$ cat src/rtl/cla_seq_add_ctrl_pkg.sv
// Shared types and helpers for the sequential carry-lookahead adder controller.
// Optional subtract support is enabled by defining CLA_SEQ_SUB_EN.
package cla_seq_pkg;

  typedef enum logic [1:0] {
    IDLE = 2'd0,
    RUN  = 2'd1,
    DONE = 2'd2
  } seq_state_t;

  localparam int DEF_NUMBITS   = 32;
  localparam int DEF_SLICEBITS = 8;

  function automatic int calc_nslices(input int numbits, input int slicebits);
    return numbits / slicebits;
  endfunction

  // The slice adder is built from 4-bit lookahead groups, and the operand is
  // consumed a whole slice at a time.
  function automatic bit cfg_ok(input int numbits, input int slicebits);
    return (slicebits > 0) && (numbits % slicebits == 0) && (slicebits % 4 == 0);
  endfunction

endpackage

$ cat src/rtl/cla_seq_add_ctrl_if.sv
// Request/response bundle for cla_seq_add_ctrl; sub_in exists only with CLA_SEQ_SUB_EN.
interface cla_seq_add_ctrl_if
  import cla_seq_pkg::*;
#(
  parameter int NUMBITS = DEF_NUMBITS
);
  logic               req_valid;
  logic               req_ready;
  logic [NUMBITS-1:0] a_in;
  logic [NUMBITS-1:0] b_in;
  logic               c_in;
`ifdef CLA_SEQ_SUB_EN
  logic               sub_in;
`endif
  logic               rsp_valid;
  logic               rsp_ready;
  logic [NUMBITS-1:0] s_out;
  logic               c_out;
  logic               busy;

  modport master (
    output req_valid, a_in, b_in, c_in,
`ifdef CLA_SEQ_SUB_EN
    output sub_in,
`endif
    output rsp_ready,
    input  req_ready, rsp_valid, s_out, c_out, busy
  );

  modport slave (
    input  req_valid, a_in, b_in, c_in,
`ifdef CLA_SEQ_SUB_EN
    input  sub_in,
`endif
    input  rsp_ready,
    output req_ready, rsp_valid, s_out, c_out, busy
  );
endinterface

$ cat src/rtl/cla_seq_add_ctrl_cla.sv
// Combinational carry-lookahead adder: 4-bit lookahead groups chained by group carry.
module nBitCarryLookAheadAdder #(
  parameter int NUMBITS = 8
) (
  input  logic [NUMBITS-1:0] a,
  input  logic [NUMBITS-1:0] b,
  input  logic               c_in,
  output logic [NUMBITS-1:0] s,
  output logic               c_out
);
  localparam int NGRP = NUMBITS / 4;

  logic [NGRP:0] grp_c;

  assign grp_c[0] = c_in;

  genvar gi;
  generate
    for (gi = 0; gi < NGRP; gi++) begin : g_grp
      logic [3:0] p;
      logic [3:0] g;
      logic [4:0] c;

      assign p    = a[4*gi +: 4] ^ b[4*gi +: 4];
      assign g    = a[4*gi +: 4] & b[4*gi +: 4];
      assign c[0] = grp_c[gi];
      assign c[1] = g[0] | (p[0] & c[0]);
      assign c[2] = g[1] | (p[1] & g[0]) | (p[1] & p[0] & c[0]);
      assign c[3] = g[2] | (p[2] & g[1]) | (p[2] & p[1] & g[0])
                  | (p[2] & p[1] & p[0] & c[0]);
      assign c[4] = g[3] | (p[3] & g[2]) | (p[3] & p[2] & g[1])
                  | (p[3] & p[2] & p[1] & g[0]) | (p[3] & p[2] & p[1] & p[0] & c[0]);

      assign s[4*gi +: 4] = p ^ c[3:0];
      assign grp_c[gi+1]  = c[4];
    end
  endgenerate

  assign c_out = grp_c[NGRP];
endmodule

$ cat src/rtl/cla_seq_add_ctrl.sv
// Wide add sequenced over one narrow CLA slice, LSB slice first.
// Define CLA_SEQ_SUB_EN to add a subtract request (sub_in) computing a-b.
module cla_seq_add_ctrl
  import cla_seq_pkg::*;
#(
  parameter int NUMBITS   = DEF_NUMBITS,
  parameter int SLICEBITS = DEF_SLICEBITS
) (
  input logic               clk,
  input logic               reset,
  cla_seq_add_ctrl_if.slave bus
);
  localparam int NSLICES = calc_nslices(NUMBITS, SLICEBITS);
  localparam int IDXW    = (NSLICES > 1) ? $clog2(NSLICES) : 1;
  localparam logic [IDXW-1:0] LAST_IDX = IDXW'(NSLICES - 1);

  generate
    if (!cfg_ok(NUMBITS, SLICEBITS)) begin : g_cfg_err
      $error("cla_seq_add_ctrl: NUMBITS must be a multiple of SLICEBITS, SLICEBITS a multiple of 4");
    end
  endgenerate

  seq_state_t         state_reg;
  logic [NUMBITS-1:0] a_sh_reg;
  logic [NUMBITS-1:0] b_sh_reg;
  logic [NUMBITS-1:0] res_reg;
  logic               carry_reg;
  logic [IDXW-1:0]    idx_reg;
  logic               req_ready_reg;
  logic               rsp_valid_reg;
  logic               busy_reg;
  logic [NUMBITS-1:0] s_out_reg;
  logic               c_out_reg;

  logic [SLICEBITS-1:0]         slice_s;
  logic                         slice_c;
  logic [NUMBITS+SLICEBITS-1:0] res_cat;
  logic [NUMBITS-1:0]           res_next;
  logic [NUMBITS-1:0]           b_load;
  logic                         c_load;

  // Subtraction is a + ~b + 1, so only the captured B and carry change.
`ifdef CLA_SEQ_SUB_EN
  assign b_load = bus.b_in ^ {NUMBITS{bus.sub_in}};
  assign c_load = bus.sub_in | bus.c_in;
`else
  assign b_load = bus.b_in;
  assign c_load = bus.c_in;
`endif

  nBitCarryLookAheadAdder #(
    .NUMBITS (SLICEBITS)
  ) u_slice (
    .a     (a_sh_reg[SLICEBITS-1:0]),
    .b     (b_sh_reg[SLICEBITS-1:0]),
    .c_in  (carry_reg),
    .s     (slice_s),
    .c_out (slice_c)
  );

  // New slice enters at the MSB end; after NSLICES shifts slice 0 sits at the LSB.
  assign res_cat  = {slice_s, res_reg};
  assign res_next = res_cat[NUMBITS+SLICEBITS-1:SLICEBITS];

  always_ff @(posedge clk) begin
    if (reset) begin
      state_reg     <= IDLE;
      a_sh_reg      <= '0;
      b_sh_reg      <= '0;
      res_reg       <= '0;
      carry_reg     <= 1'b0;
      idx_reg       <= '0;
      req_ready_reg <= 1'b1;
      rsp_valid_reg <= 1'b0;
      busy_reg      <= 1'b0;
      s_out_reg     <= '0;
      c_out_reg     <= 1'b0;
    end else begin
      case (state_reg)
        IDLE: begin
          if (bus.req_valid && req_ready_reg) begin
            a_sh_reg      <= bus.a_in;
            b_sh_reg      <= b_load;
            carry_reg     <= c_load;
            idx_reg       <= '0;
            req_ready_reg <= 1'b0;
            busy_reg      <= 1'b1;
            state_reg     <= RUN;
          end
        end
        RUN: begin
          a_sh_reg  <= a_sh_reg >> SLICEBITS;
          b_sh_reg  <= b_sh_reg >> SLICEBITS;
          res_reg   <= res_next;
          carry_reg <= slice_c;
          idx_reg   <= idx_reg + IDXW'(1);
          if (idx_reg == LAST_IDX) begin
            s_out_reg     <= res_next;
            c_out_reg     <= slice_c;
            rsp_valid_reg <= 1'b1;
            state_reg     <= DONE;
          end
        end
        DONE: begin
          // Response only; a request seen this cycle waits for IDLE.
          if (bus.rsp_ready) begin
            rsp_valid_reg <= 1'b0;
            req_ready_reg <= 1'b1;
            busy_reg      <= 1'b0;
            state_reg     <= IDLE;
          end
        end
        default: state_reg <= IDLE;
      endcase
    end
  end

  assign bus.req_ready = req_ready_reg;
  assign bus.rsp_valid = rsp_valid_reg;
  assign bus.busy      = busy_reg;
  assign bus.s_out     = s_out_reg;
  assign bus.c_out     = c_out_reg;
endmodule

$ cat src/flat_wrapper.sv
// flat-port wrapper written by rule: the top's interface ports become plain ports
module cla_seq_add_ctrl_flat import cla_seq_pkg::*;
#(
  parameter int NUMBITS   = DEF_NUMBITS,
  parameter int SLICEBITS = DEF_SLICEBITS
)
  (clk, reset, bus_req_valid, bus_a_in, bus_b_in, bus_c_in, bus_rsp_ready, bus_req_ready, bus_rsp_valid, bus_s_out, bus_c_out, bus_busy);
  cla_seq_add_ctrl_if #(.NUMBITS(NUMBITS)) bus_i ();
  input logic clk;
  input logic reset;
  input wire logic [$bits(bus_i.req_valid)-1:0] bus_req_valid;
  input wire logic [$bits(bus_i.a_in)-1:0] bus_a_in;
  input wire logic [$bits(bus_i.b_in)-1:0] bus_b_in;
  input wire logic [$bits(bus_i.c_in)-1:0] bus_c_in;
  input wire logic [$bits(bus_i.rsp_ready)-1:0] bus_rsp_ready;
  output wire logic [$bits(bus_i.req_ready)-1:0] bus_req_ready;
  output wire logic [$bits(bus_i.rsp_valid)-1:0] bus_rsp_valid;
  output wire logic [$bits(bus_i.s_out)-1:0] bus_s_out;
  output wire logic [$bits(bus_i.c_out)-1:0] bus_c_out;
  output wire logic [$bits(bus_i.busy)-1:0] bus_busy;
  assign bus_i.req_valid = bus_req_valid;
  assign bus_i.a_in = bus_a_in;
  assign bus_i.b_in = bus_b_in;
  assign bus_i.c_in = bus_c_in;
  assign bus_i.rsp_ready = bus_rsp_ready;
  assign bus_req_ready = bus_i.req_ready;
  assign bus_rsp_valid = bus_i.rsp_valid;
  assign bus_s_out = bus_i.s_out;
  assign bus_c_out = bus_i.c_out;
  assign bus_busy = bus_i.busy;
  cla_seq_add_ctrl #(.NUMBITS(NUMBITS), .SLICEBITS(SLICEBITS)) u_core (.clk(clk), .reset(reset), .bus(bus_i));
endmodule
$ cat config.mk
export PLATFORM = sky130hd
export DESIGN_NAME = cla_seq_add_ctrl_flat
export DESIGN_NICKNAME = d
export VERILOG_FILES = /design/src/rtl/cla_seq_add_ctrl_pkg.sv /design/src/rtl/cla_seq_add_ctrl_if.sv /design/src/rtl/cla_seq_add_ctrl_cla.sv /design/src/rtl/cla_seq_add_ctrl.sv /design/src/flat_wrapper.sv
export SDC_FILE = /design/constraint.sdc
export NUM_CORES = 1
export LEC_CHECK = 0
export CAP_MARGIN = 20
export CORE_MARGIN = 3
export CORE_UTILIZATION = 52
export CTS_CLUSTER_SIZE = 24
export DETAILED_ROUTE_END_ITERATION = 10
export GPL_TIMING_DRIVEN = 0
export HOLD_SLACK_MARGIN = 0.15
export PLACE_DENSITY = 0.85
export SYNTH_ARGS = -nofsm -noshare
export SYNTH_HDL_FRONTEND = slang
export SYNTH_HIERARCHICAL = 1
export SYNTH_SLANG_ARGS = --single-unit
$ cat constraint.sdc
create_clock -name clk -period 3.38 [get_ports clk]
set_clock_uncertainty 0.15 [all_clocks]
set_input_delay 0.845 -clock clk [delete_from_list [all_inputs] [get_ports clk]]
set_output_delay 0.845 -clock clk [all_outputs]
set_load 0.01 [all_outputs]
; Word level (Yosys, flattened, before mapping)
; Cells that the tools add are included.
[classes]
add_sub_neg = 1
n_mul = 0
n_div = 0
order_cmp = 0
eq_ne = 6
shift = 0
mux = 20
bitwise_logic = 58
reduce_logical = 10
[op_table]
columns = op, count
row1 = 32-bit one-hot mux with 2 select lines, 2
row2 = 32-bit two-way mux, 2
row3 = 1-bit AND, 32
row4 = 1-bit bitwise OR, 20
row5 = 4-bit XOR, 4
row6 = 3-bit AND reduction, 3
row7 = 4-bit AND, 2
row8 = 2-bit two-way mux, 4
row9 = 1-bit one-hot mux with 2 select lines, 4
row10 = 1-bit two-way mux, 6
row11 = 2-bit one-hot mux with 3 select lines, 1
row12 = 2-bit nonzero test, 3
row13 = "2-bit == test, second input constant", 2
row14 = "2-bit by 1-bit inequality test with 1-bit output, second input constant", 2
row15 = 2-bit one-hot mux with 2 select lines, 1
row16 = 2-bit AND reduction, 2
row17 = "2-bit by 1-bit adder with 2-bit output, second input constant", 1
row18 = "2-bit by 1-bit == test with 1-bit output, second input constant", 1
row19 = 2-bit zero test, 1
row20 = "2-bit inequality test, second input constant", 1
row21 = 1-bit logical AND, 1
[totals]
reg_bits = 137
latch_bits = 0
mem_bits_rw = 0
romBits = 0
in_bits = 69
output_inout_bits = 36
elab_cells = 106
memories = 0

; Depth between registers and ports, before layout
; Gate-level depths: netlist (run 1).
[depth]
ltp_word = 9
depth_mapped = 8

; Modules after synthesis
; The synthesis (run 1) kept the hierarchy.
[by_module_without_submodules]
columns = module, n_inst, cells_each, area_each_um2
row1 = cla_seq_add_ctrl, 1, 635, 5144.9
row2 = nBitCarryLookAheadAdder, 1, 36, 311.5

; Worst setup path before layout (run 1)
; OpenSTA, ideal clock, no wires.
[synth_path]
path_kind = register to register
start = register u_core.a_sh_reg[2]
end = register u_core.res_reg[29]
setup_time_ns = 0.071
arrival_time_ns = 2.149
setup_slack_ns = 1.010
stages_incl_launch_ff = 9
cell_sequence = dfxtp_1 -> ha_1 -> and3_1 -> a221o_1 -> or2_2 -> fa_1 -> xor2_1 -> nand2_1 -> a21oi_1
[synth_via]
elab_chain_len = 9
elab_cells_between_ends = 16
cone_classes = bitwise: 16
[synth_lines]
columns = item, line_no
row1 = "start, declared", cla_seq_add_ctrl.sv:24  ; logic [NUMBITS-1:0] a_sh_reg;
row2 = "start signal, assigned", cla_seq_add_ctrl.sv:82  ; a_sh_reg <= bus.a_in;
row3 = "start signal, assigned", cla_seq_add_ctrl.sv:92  ; a_sh_reg <= a_sh_reg >> SLICEBITS;
row4 = 4-bit AND / 4-bit XOR (equally long branches), "cla_seq_add_ctrl_cla.sv:25, cla_seq_add_ctrl_cla.sv:24"
row5 = 1-bit AND (on tied branches), "cla_seq_add_ctrl_cla.sv:31, cla_seq_add_ctrl_cla.sv:32"
row6 = 1-bit bitwise OR (tied with other cells), cla_seq_add_ctrl_cla.sv:31  ; assign c[4] = g[3] | (p[3] & g[2]) | (p[3] & p[2] & g[1])
row7 = 1-bit bitwise OR / 1-bit AND (equally long branches), "cla_seq_add_ctrl_cla.sv:31, cla_seq_add_ctrl_cla.sv:32"
row8 = 1-bit bitwise OR / 1-bit AND (equally long branches), cla_seq_add_ctrl_cla.sv:32  ; | (p[3] & p[2] & p[1] & g[0]) | (p[3] & p[2] & p[1] & p[0] & c[0]);
row9 = 1-bit bitwise OR *, cla_seq_add_ctrl_cla.sv:32
row10 = 1-bit AND *, cla_seq_add_ctrl_cla.sv:27  ; assign c[1] = g[0] | (p[0] & c[0]);
row11 = 1-bit bitwise OR *, cla_seq_add_ctrl_cla.sv:27
row12 = 4-bit XOR *, cla_seq_add_ctrl_cla.sv:34  ; assign s[4*gi +: 4] = p ^ c[3:0];
row13 = net u_core.slice_s[5], cla_seq_add_ctrl.sv:35  ; logic [SLICEBITS-1:0] slice_s;
row14 = "end signal, assigned", cla_seq_add_ctrl.sv:94  ; res_reg <= res_next;
row15 = "end, declared", cla_seq_add_ctrl.sv:26  ; logic [NUMBITS-1:0] res_reg;
; Mark *: on every way through the listed nets, which the timed path passes. The rest lies on a longest branch.
; A chain may end at the register's enable or synchronous reset.

; Worst setup path after layout (run 1)
[layout_path]
start = register u_core.b_sh_reg[2]
end = register u_core.res_reg[29]
[layout_via]
elab_chain_len = 9
elab_cells_between_ends = 16
cone_classes = bitwise: 16
[layout_lines]
columns = item, line_no
row1 = "start, declared", cla_seq_add_ctrl.sv:25  ; logic [NUMBITS-1:0] b_sh_reg;
row2 = "start signal, assigned", cla_seq_add_ctrl.sv:83  ; b_sh_reg <= b_load;
row3 = "start signal, assigned", cla_seq_add_ctrl.sv:93  ; b_sh_reg <= b_sh_reg >> SLICEBITS;
row4 = 4-bit AND / 4-bit XOR (equally long branches), "cla_seq_add_ctrl_cla.sv:25, cla_seq_add_ctrl_cla.sv:24"
row5 = 1-bit AND (on tied branches), "cla_seq_add_ctrl_cla.sv:31, cla_seq_add_ctrl_cla.sv:32"
row6 = 1-bit bitwise OR (tied with other cells), cla_seq_add_ctrl_cla.sv:31
row7 = 1-bit bitwise OR / 1-bit AND (equally long branches), "cla_seq_add_ctrl_cla.sv:31, cla_seq_add_ctrl_cla.sv:32"
row8 = 1-bit bitwise OR / 1-bit AND (equally long branches), cla_seq_add_ctrl_cla.sv:32
row9 = 1-bit bitwise OR *, cla_seq_add_ctrl_cla.sv:32
row10 = 1-bit AND *, cla_seq_add_ctrl_cla.sv:27
row11 = 1-bit bitwise OR *, cla_seq_add_ctrl_cla.sv:27
row12 = 4-bit XOR *, cla_seq_add_ctrl_cla.sv:34
row13 = net u_core.slice_s[5], cla_seq_add_ctrl.sv:35
; Marks and branches as above.

==> results of run 1 <==
[synthesized netlist by cell type]
cell type | n | area share [%]
nor2b_1 | 3 | 0.34
o21ai_0 | 1 | 0.092
o22a_1 | 1 | 0.16
and3b_1 | 1 | 0.16
and3_1 | 2 | 0.23
nor3_1 | 49 | 4.5
or2_2 | 2 | 0.23
nand3b_1 | 2 | 0.28
a211o_1 | 1 | 0.16
o21a_1 | 3 | 0.41
buf_2 | 28 | 2.6
nand2_1 | 230 | 16
clkbuf_1 | 24 | 1.7
a21oi_1 | 80 | 7.3
o21bai_1 | 1 | 0.14
dfxtp_1 | 129 | 47
nand3_1 | 18 | 1.7
a221o_1 | 1 | 0.18
nand2b_1 | 4 | 0.46
nor2_1 | 6 | 0.41
a2bb2oi_1 | 1 | 0.16
fa_1 | 2 | 0.73
xnor2_1 | 3 | 0.48
o22ai_1 | 1 | 0.11
a311oi_2 | 15 | 4.1
ha_1 | 9 | 2.1
a311oi_1 | 34 | 5.5
inv_1 | 5 | 0.34
xor2_1 | 2 | 0.32
and4bb_2 | 1 | 0.23
buf_6 | 2 | 0.41
buf_4 | 7 | 0.96
a21o_1 | 2 | 0.28
nand4bb_1 | 1 | 0.21
[through the flow]
| step | worst slack (ps) | hold WS [ps] | util, % | std cells |
|---|---|---|---|---|
| final | 655 | 305 | 72.5 | 939 |
| after global routing | 563 | 316 | 72.5 | 939 |
| after CTS | 694 | 305 | 72.5 | 939 |
| after detailed placement | 695 | 297 | 66.5 | 907 |
| after global placement | 788 | 291 | 66.5 | 907 |
| after floorplan | 1010 | 282 | - | 671 |
[kinds of logic (layout without fill, tap and decap cells)]
kind of cell,count (synthesis),in the layout,share of synthesized area (%)
compound gates,141,141,18.6
fa+ha+maj,11,11,2.80
simple gates,319,319,24.5
xor+xnor,5,5,0.803
buf+inv,66,201,5.94
flops,129,129,47.3
[worst register-to-register path, delay by kind of cell (launching register included)]
kind	cells	cell delay [ps]
flip-flops	1	420
adder cells (fa/ha/maj)	2	700
AO/OA/AOI/OAI	2	510
AND/OR/NAND/NOR	3	610
XOR/XNOR	1	260
[layer usage]
metal  routed length [um]  GRT usage [%]
met1                 6090           33.1
met4                  400           11.3
met3                 1400           6.93
met2                 7850           47.1
met5                    0              0
[worst paths after layout]
kind                     endpoint  slack, ps                  from  cells after the start
max            u_core/res_reg[29]        660    u_core/b_sh_reg[2]                      8
min          u_core/bus.s_out[23]        300  u_core/bus.s_out[23]                      2
max reg2reg    u_core/res_reg[29]        660    u_core/b_sh_reg[2]                      8
min reg2reg  u_core/bus.s_out[23]        300  u_core/bus.s_out[23]                      2
[power by group through the flow]
stage	clock (uW)	sequential, uW	combinational, uW
finish	1820	1710	649
global route	1910	1720	706
CTS	1840	1710	638
detailed placement	0	1740	628
global placement	0	1730	603
floorplan	0	1710	427
[final cells by class]
class	instances	area, sq um	share of cell area (%)
multi-input cells	476	2550	35.2
flip-flops and latches	129	2580	35.6
clock inverters	13	161	2.23
clock buffers	19	432	5.96
inverters	5	18.8	0.259
plain buffers	61	305	4.21
repair buffers	103	1030	14.2
well taps	133	166	2.30
[cell usage in the layout (no fill, tap or decap), types with 3 or more instances in the layout]
cell / Yosys / final
buf_2: 28 / 28
a311oi_1: 34 / 34
a311oi_2: 15 / 15
nor3_1: 49 / 49
clkbuf_16: 0 / 16
o21a_1: 3 / 3
clkinvlp_4: 0 / 4
ha_1: 9 / 9
a21oi_1: 80 / 80
nor2_1: 6 / 6
nand2b_1: 4 / 4
clkdlybuf4s50_1: 0 / 103
inv_1: 5 / 5
nand3_1: 18 / 18
nor2b_1: 3 / 3
clkinv_2: 0 / 3
xnor2_1: 3 / 3
dfxtp_1: 129 / 129
bufinv_16: 0 / 3
clkbuf_1: 24 / 25
nand2_1: 230 / 230
buf_4: 7 / 7
==> flow_summary_export.csv, run 1 <==
group,metric,value,unit
routing,avgViaCountPerCell,5.74,
finish,diodes,0,
sta,fin_tns_setup,0,ps
critical_path,critPathLaunchType,"flop",
power,p_int,3050,uW
critical_path,path_cells,"ha_1 -> and3_1 -> a221o_1 -> or2_2 -> fa_1 -> xor2_1 -> nand2_1 -> a21oi_1",
critical_path,critical_path.top_delay_family,"adder cells",
power,p_comb_share,15.5,%
clocking,cts_buffer_depth,2,
clocking,cts-resized-gates,0,
place,dpl_cell_area,6650,sq um
clocking,clock_sinks,129,
yosys,syn_avg_cell_area,8.13,sq um
global_routing,grt_pass1_wl,25.1,mm
critical_path,cp.required,3690,ps
finish,drive_gt1_share,10.7,%
routing,wirelength,15.7,mm
sta,rsz0062_at_grt,"no",
place,portBuffers,103,
clocking,clk_latency,530,ps
sta,hold_viol,0,
clocking,htree_num_levels,4,
routing,antenna_left,0,
power,finalPower,4180,uW
place,place_congestion,0.917,
clocking,clockRootBuffer,"clkbuf_8",
global_routing,grt_pass1_vias,5235,
global_routing,grt_max_degree,17,
yosys,synthesis.instances,671,
critical_path,crit_path_end_kind,"flop",
run,max-cap-violations,0,
power,clkPwrFrac,43.5,%
global_routing,grt-ovfl-total,0,
finish,area_growth,32.8,%
global_routing,grt_antenna_before_repair,0,
power,p_sw_share,26.9,%
critical_path,critPathBufInv,0,
power,seqPwrFrac,41.0,%
routing,dr.pass1.iters,5,
power,ir_drop,382,uV
clocking,cts_setup_buffers,0,
sta,slew_headroom,52.6,%
finish,layout.nets,873,
global_routing,grt_use_total,27.6,%
routing,wl_per_cell,16.8,um
place,post-dp-hpwl,11.3,mm
sta,setup_viol,0,
clocking,cts_tree,"done",
die,initial_utilization,54.6,%
routing,remaining_drc_errors,0,
critical_path,crit_fanout,4,
outcome,status,"completed",
yosys,syn-cell-area,5460,sq um
die,die_area,11800,sq um
yosys,seq_area_frac_synth,47.3,%
finish,design_area,7250,sq um
hold_path,hp-class,"reg -> reg",
die,dieWidth,108,um
die,core,10000,sq um
critical_path,critPathKind,"reg -> reg",
yosys,syn_nets,751,
routing,drt_iter0_markers,447,
power,net-switching-power,1130,uW
power,p_per_area,577,nW/um^2
finish,fill_cells,753,
critical_path,crit_path_top_delay_cell,"dfxtp_1",
critical_path,worstPathArrival,3030,ps
yosys,ys_seq_elements,129,
clocking,ctsHoldBuffers,0,
yosys,yosys_warnings,6,
clocking,cts_buffers,17,
critical_path,crit_path_max_incr_delay,420,ps
die,row_count,36,
sta,fin_crit_sh,80.6,%
routing,vias,5390,
power,p_leak,0.00268,uW
die,num_io_pins,105,
sta,fmax,367,MHz
clocking,cts.clk_slew.worst_paths,60,ps
sta,layout_min_cycle_time,2720,ps
yosys,yosysUniqueCellTypes,34,
sta,slew_violations,0,
sta,worstMarginPinSlew,711,ps
die,die_h,108,um
Note: power is estimated with default switching activity, not from simulation.
==> run 2: changes to the inputs <==
- clock period: 3.38 -> 2.8 ns (I/O delays scaled with it)
==> run 2 against run 1 <==
Against the previous run:
- highest routed layer unchanged
- final cell count stayed put
- sequential power is 21% higher
- register-to-register slack got worse by 550 ps
- combinational power rose by 21%
==> flow_summary_export.csv, run 2 (synthesis results as in run 1) <==
group,metric,value,unit
die,initial_utilization,54.6,%
die,num_io_pins,105,
routing,remaining_drc_errors,0,
sta,rsz0062_at_grt,"no",
clocking,cts.clk_slew.worst_paths,60,ps
critical_path,crit_fanout,4,
finish,final_cells,939,
finish,drive_gt1_share,10.8,%
clocking,cts_buffer_depth,2,
sta,fin_tns_setup,0,ps
sta,slew_headroom,52.6,%
place,place_inst,907,
finish,multiInputGateArea,2560,sq um
power,finalPower,5050,uW
routing,wl_per_cell,16.8,um
sta,hold_viol,0,
die,core,10000,sq um
routing,wirelength,15.7,mm
global_routing,grt_max_degree,17,
sta,slew_violations,0,
finish,layout_common_cells,"230 x nand2_1, 129 x dfxtp_1, 103 x clkdlybuf4s50_1, 80 x a21oi_1, 49 x nor3_1",
critical_path,cp.required,3110,ps
sta,fin_crit_sh,96.1,%
finish,layout.nets,873,
global_routing,grt-ovfl-total,0,
finish,fill_cells,751,
critical_path,critPathKind,"reg -> reg",
global_routing,grt_antenna_before_repair,0,
clocking,clock_sinks,129,
die,dieWidth,108,um
place,portBuffers,103,
finish,area_growth,33.0,%
routing,drt_iter0_markers,442,
clocking,cts_tree,"done",
run,max-cap-violations,0,
power,p_per_area,696,nW/um^2
sta,layout_min_cycle_time,2690,ps
critical_path,critPathLaunchType,"flop",
critical_path,worstPathArrival,3000,ps
global_routing,grt_pass1_vias,5235,
clocking,clockRootBuffer,"clkbuf_8",
clocking,htree_num_levels,4,
sta,setup_viol,0,
die,row_count,36,
global_routing,grt_pass1_wl,25.1,mm
clocking,clk_latency,540,ps
finish,diodes,0,
die,die_area,11800,sq um
routing,vias,5405,
finish,final_common_cell,"nand2_1",
finish,seq_area,2580,sq um
routing,antenna_left,0,
die,die_h,108,um
sta,worstMarginPinSlew,711,ps
critical_path,crit_path_end_kind,"flop",
routing,avgViaCountPerCell,5.76,
clocking,cts_buffers,17,
power,ir_drop,461,uV
power,p_leak,0.00268,uW
global_routing,grt_use_total,27.6,%
hold_path,hp-class,"reg -> reg",
place,post-dp-hpwl,11.3,mm
outcome,status,"completed",
sta,fmax,372,MHz
clocking,ctsHoldBuffers,0,
place,place_congestion,0.917,
routing,dr.pass1.iters,7,
run 2: cell counts in the layout (fill, tap and decap cells not counted):
Identical to the previous run, type by type.
run 2: final timing paths:
path / startpoint / endpoint / slack (ps) / cells after the start
min: u_core/bus.s_out[23] / u_core/bus.s_out[23] / 300 / 2
min reg2reg: u_core/bus.s_out[23] / u_core/bus.s_out[23] / 300 / 2
max: u_core/b_sh_reg[2] / u_core/res_reg[29] / 110 / 8
max reg2reg: u_core/b_sh_reg[2] / u_core/res_reg[29] / 110 / 8
run 2: where the power goes:
| part | total, uW | internal, uW | switching (uW) |
|---|---|---|---|
| clock network | 2190 | 1380 | 816 |
| registers | 2070 | 1970 | 98.6 |
| logic | 787 | 342 | 445 |
| total | 5050 | 3690 | 1360 |
run 2: metrics by stage:
stage	worst slack [ps]	hold WS (ps)	utilization, %	area [sq um]
finish	109	305	72.5	7250
global route	21.1	316	72.5	7250
CTS	114	305	72.5	7250
detailed placement	167	297	66.5	6650
global placement	235	291	66.5	6650
floorplan	430	282	-	5460
run 2: final cells by class:
| type | count | share of cell area, % |
|---|---|---|
| Timing Repair Buffer | 103 | 14.2 |
| Sequential cell | 129 | 35.6 |
| Clock inverter | 13 | 2.22 |
| Clock buffer | 19 | 5.95 |
| Inverter | 5 | 0.259 |
| Multi-Input combinational cell | 476 | 35.3 |
| Buffer | 61 | 4.21 |
| Tap cell | 133 | 2.29 |
run 2: routing by layer:
metal	GRT usage (%)	wire, um	vias to the layer above
met3	6.93	1360	49
met5	0	0	-
met4	11.3	431	0
met2	47.1	7830	284
li1	-	-	2548
met1	33.1	6130	2524
run 2: timing repair:
item | in CTS | in global routing
endpoints found under the setup margin | 0 | 1
endpoints found under the hold margin | 0 | 0
gates resized for setup | 0 | 1
setup buffers | 0 | 0
run 2: critical path, stage by stage, from the launching register on:
cell and delay [ps]:
dfxtp_1 420, ha_1 320, and3_1 210, a221o_1 370, or2_2 300, fa_1 410, xor2_2 220, nand2_1 90
a21oi_1 130
